<file path="src/rtl/nn_window_feeder.sv">
// Turns a one-pixel-per-beat raster stream into 2x2 stride-1 windows for the conv neurons.
// A single line buffer holds the previous row; it is read and then overwritten in the same accept.
module nn_window_feeder #(
    parameter int IMG_W = 8,
    parameter int IMG_H = 8
) (
    input  logic            clk,
    input  logic            rst,
    input  logic            start,
    input  logic [7:0]      in_pixel,
    input  logic            in_valid,
    output logic            in_ready,
    output logic [3:0][7:0] pixels,
    output logic            win_valid,
    output logic [4:0]      win_col,
    output logic [4:0]      win_row,
    output logic            frame_done,
    output logic            busy
);

    localparam int CW = $clog2(IMG_W);

    typedef enum logic [1:0] {
        IDLE   = 2'd0,
        FILL   = 2'd1,
        STREAM = 2'd2
    } state_t;

    state_t          state;
    state_t          state_next;
    logic [CW-1:0]   col;
    logic [4:0]      row;
    logic [7:0]      linebuf [IMG_W];
    logic [7:0]      left_cur;
    logic [7:0]      left_above;
    logic [7:0]      above;
    logic            accept;
    logic            last_col;
    logic            last_row;

    // in_ready tracks the state one-for-one, so it doubles as the accept qualifier
    assign accept   = in_valid && in_ready;
    assign above    = linebuf[col];
    assign last_col = (col == CW'(IMG_W - 1));
    assign last_row = (row == 5'(IMG_H - 1));

    always_comb begin
        state_next = state;
        case (state)
            IDLE:    if (start) state_next = FILL;
            FILL:    if (accept && last_col) state_next = STREAM;
            STREAM:  if (accept && last_col && last_row) state_next = IDLE;
            default: state_next = IDLE;
        endcase
    end

    always_ff @(posedge clk) begin
        if (rst) begin
            state      <= IDLE;
            col        <= '0;
            row        <= '0;
            left_cur   <= '0;
            left_above <= '0;
            in_ready   <= 1'b0;
            busy       <= 1'b0;
            pixels     <= '0;
            win_valid  <= 1'b0;
            win_col    <= '0;
            win_row    <= '0;
            frame_done <= 1'b0;
        end else begin
            state      <= state_next;
            in_ready   <= (state_next != IDLE);
            busy       <= (state_next != IDLE);
            win_valid  <= 1'b0;
            frame_done <= 1'b0;
            case (state)
                IDLE: begin
                    if (start) begin
                        col <= '0;
                        row <= '0;
                    end
                end
                FILL: begin
                    if (accept) begin
                        left_cur <= in_pixel;
                        if (last_col) begin
                            col <= '0;
                            row <= 5'd1;
                        end else begin
                            col <= col + 1'b1;
                        end
                    end
                end
                STREAM: begin
                    if (accept) begin
                        left_cur   <= in_pixel;
                        left_above <= above;
                        // column 0 only primes the left-hand registers
                        if (col != '0) begin
                            pixels     <= {in_pixel, left_cur, above, left_above};
                            win_valid  <= 1'b1;
                            win_col    <= 5'(col);
                            win_row    <= row;
                            frame_done <= last_col && last_row;
                        end
                        if (last_col) begin
                            col <= '0;
                            row <= row + 5'd1;
                        end else begin
                            col <= col + 1'b1;
                        end
                    end
                end
                default: ;
            endcase
        end
    end

    // Line buffer is intentionally not reset; row 0 of every frame rewrites it before use
    always_ff @(posedge clk) begin
        if (accept) linebuf[col] <= in_pixel;
    end

endmodule

</file>
<file path="config.mk">
export PLATFORM = sky130hd
export DESIGN_NAME = nn_window_feeder
export DESIGN_NICKNAME = d
export VERILOG_FILES = /design/src/rtl/nn_window_feeder.sv
export SDC_FILE = /design/constraint.sdc
export NUM_CORES = 1
export LEC_CHECK = 0
export ABC_AREA = 1
export BUFFER_PORTS_ARGS = -buffer_cell sky130_fd_sc_hd__buf_2
export CAP_MARGIN = 20
export CORE_MARGIN = 2
export CORE_UTILIZATION = 58
export CTS_CLUSTER_SIZE = 24
export DETAILED_ROUTE_END_ITERATION = 10
export PLACE_DENSITY = 0.76
export RECOVER_POWER = 100
export SYNTH_ARGS = -nofsm -noshare
export SYNTH_HDL_FRONTEND = slang
export SYNTH_SLANG_ARGS = --single-unit
</file>
<file path="constraint.sdc">
create_clock -name clk -period 1.57 [get_ports clk]
set_input_delay 0.314 -clock clk [delete_from_list [all_inputs] [get_ports clk]]
set_output_delay 0.314 -clock clk [all_outputs]
set_load 0.05 [all_outputs]
</file>
==> impl_metrics.csv <==
group,metric,value,unit
layout,multi_input_area,1790,sq um
clocking,htree_levels,4,
worst_hold_path,holdPathEnd,"linebuf[3][4]",
synth,synth_warnings,0,
clocking,clk_pin_slew,0.06,ns
placement,dp_cells,764,
sta,fin_skew,0.00733,ns
synth,ys.flop_type,"dfxtp_1",
sta,fmax,610,MHz
worst_hold_path,hp-class,"in2reg",
drt,drc,0,
placement,hpwlAfterDp,8040,um
grt,grt_pass1_wl,19400,um
layout,regArea,3370,sq um
drt,wirelength,12900,um
clocking,cts_buffers,17,
drt,drtAntennaViolNets,0,
drt,drtIter0Drc,276,
power_and_ir_drop,power_density,1210,nW/um^2
power_and_ir_drop,total_leakage_power,2.83,nW
critical_path,rrSetupSlack,-0.07,ns
worst_hold_path,hold_start,"in_pixel[4]",
synth,yosysSeqAreaShare,61.0,%
layout,drive_gt1_share,22.3,%
synth,ys_ff_latch,136,
critical_path,crit_chain,"ha_1 -> ha_1 -> buf_4 -> nor3_1 -> o21ai_0 -> a21oi_1",
critical_path,cp.required,1.99,ns
synth,yosys.area_share.adder,1.82,%
floorplan,die-area,10300,sq um
sta,tightestPinTransition,0.586,ns
power_and_ir_drop,peakVddDrop,785,uV
sta,max_slew_margin,60.9,%
worst_hold_path,holdPathStages,1,
sta,drv_slew,0,
outcome,violations,"setup timing",
synth,synthTopCellsByArea,"edfxtp_1 (35%), dfxtp_1 (26%), nor2_1 (6.9%)",
sta,hold_violations,0,
placement,port_buffers,55,
sta,setup_viol,2,
sta,rsz0062_at_grt,"yes",
synth,synth_top_area_share,34.9,%
layout,diodes,0,
grt,grt_pass1_vias,4058,
floorplan,die_w,101,um
sta,fin_crit_sh,104,%
sta,fin_crit,1.64,ns
critical_path,cp_common_cell,"ha_1",
grt,grt_usage,24.7,%
synth,synth_simple_gate_area_share,19.5,%
critical_path,worst-r2r-cell-count,6,
job,drv_cap,0,
clocking,cts-root-buf,"clkbuf_8",
layout,syn2layout_area_growth,20.6,%
layout,finalNonFillerCells,797,
clocking,cts.sinks,136,
outcome,outcome,"finished, violations left",
synth,synth_area,5510,sq um
critical_path,crit_type,"reg2reg",
grt,antenna_found_initial,0,
layout,fin_nets,675,
synth,yosysUniqueCellTypes,26,
critical_path,r2r_start,"col[1]",
synth,synth.area.mux_share,0,%
synth,synth_compound_area_share,10.2,%
synth,avgSynthCellArea,9.44,sq um
critical_path,start_kind,"register",
drt,vias_per_cell,5.41,
grt,overflow,0,
clocking,hold_buffers,0,
critical_path,worstSetupEndpointType,"register",
floorplan,row_count,35,
floorplan,io_pins,58,
critical_path,path_max_fanout,5,
floorplan,core_area,9240,sq um
drt,via_count,4314,
floorplan,die_y,101,um
critical_path,critPathSlowestCell,"dfxtp_2",
synth,yosysTopAreaCell,"edfxtp_1",
synth,yosysMostFrequentCell,"nor2_1",
synth,async_flop_share,0,%
critical_path,crit_buf_inv,1,
drt,dr.pass1.iters,5,
placement,gp_congestion,0.955,
sta,fin_hold_ws,0.268,ns
clocking,clock_latency,0.52,ns
critical_path,arrival,2.06,ns
critical_path,cp_slowest_stage_delay,0.35,ns
critical_path,path_delay_family,"compound AO/OA/AOI/OAI gates",
grt,met3_usage,4.76,%
sta,fin_ws,-0.0681,ns
drt,wl_per_cell,16.2,um
clocking,tritoncts,"yes",
clocking,clockBufferDepth,2,
synth,synthTopCellsByCount,"nor2_1 (102), nand2_1 (87), dfxtp_1 (72)",
grt,met1_usage,29.5,%
grt,grt.busiest_layer,"met2",
grt,grt_max_degree,39,
synth,synth_edf_count,64,
synth,synthCells,584,
layout,nFillCells,656,
grt,met2_usage,44.0,%
critical_path,worstReg2RegEnd,"col[0]",
placement,post-place-ws,-0.0769,ns
synth,synth_xor_xnor_area_share,0,%
synth,synth_top_family_by_area,"simple AND/OR/NAND/NOR gates",
floorplan,start_util,59.6,%
## where the power goes
| group | internal, mW | switching [mW] |
|---|---|---|
| logic | 0.172 | 0.406 |
| registers | 3.75 | 0.0315 |
| clock network | 2.12 | 1.58 |
| total | 6.04 | 2.02 |
## metrics by stage
| stage | setup TNS (ns) | instance area, sq um | power [mW] | util (%) |
|---|---|---|---|---|
| 4_1_cts | -0.0000235 | 6590 | 8.05 | 71.3 |
| 6_report | -0.131 | 6650 | 8.07 | 71.9 |
| 2_1_floorplan | -2.87 | 5520 | 4.21 | - |
| 3_3_place_gp | 0 | 6020 | 4.37 | 65.1 |
| 3_5_place_dp | -0.228 | 6020 | 4.39 | 65.1 |
| 5_1_grt | -0.510 | 6650 | 8.29 | 71.9 |
## placed cells by master, fill, tap and decap left out, drive strengths merged
cell type and count:
ha 8, clkbuf 28, nor2 103, nand3 42, inv 68, nand2 89
nor4b 1, o21ai 49, nor3 2, conb 2, a21oi 33, edfxtp 64
a211oi 12, clkinv 7, dfxtp 72, or2 16, buf 72
## flip-flops by register name, indices dropped and copies added, names as in the netlist, named ones only
name / flops
row: 5
frame_done: 1
busy: 1
left_cur: 8
win_valid: 1
left_above: 8
state: 2
win_col: 3
col: 3
win_row: 5
pixels: 32
linebuf: 64
## timing repair
item	in CTS	in global routing
gates resized for setup	5	17
buffers inserted	0	0
endpoints found under the setup margin	21	42
endpoints found under the hold margin	0	0
gates cloned	0	1
pin swaps	1	2
## layout make-up
cell class / instances / share of cell area, %
flip-flops and latches: 136 / 50.7
multi-input cells: 357 / 27.0
repair buffers: 81 / 7.94
clock buffers: 19 / 6.81
inverters: 62 / 3.56
well taps: 129 / 2.43
clock inverters: 13 / 1.64
## kinds of logic (layout without fill, tap and decap cells)
kind of cell,after synthesis,after routing
simple gates,253,253
flops,136,136
buf+inv,92,175
fa+ha+maj,8,8
compound gates,94,94
other cells,1,2
## how the worst max path moves through the flow
stage	cells past startpoint	from	to	slack, ns
3_5_place_dp	6	state[0]	register	-0.08
4_1_cts	5	state[0]	left_cur[1]	-0.00002
5_1_grt	6	col[0]	col[0]	-0.13
6_report	6	col[1]	col[0]	-0.07
2_1_floorplan	4	busy	linebuf[2][0]	-0.04
3_3_place_gp	6	state[1]	register	0.06
## routing by layer
metal,wire (um),share of wire (%),vias to the layer above
met5,0,0,-
li1,-,-,2055
met1,5200,40,2051
met3,670,5.2,32
met4,356,2.8,0
met2,6690,52,176
No activity file was read; power rests on OpenSTA's default activity.
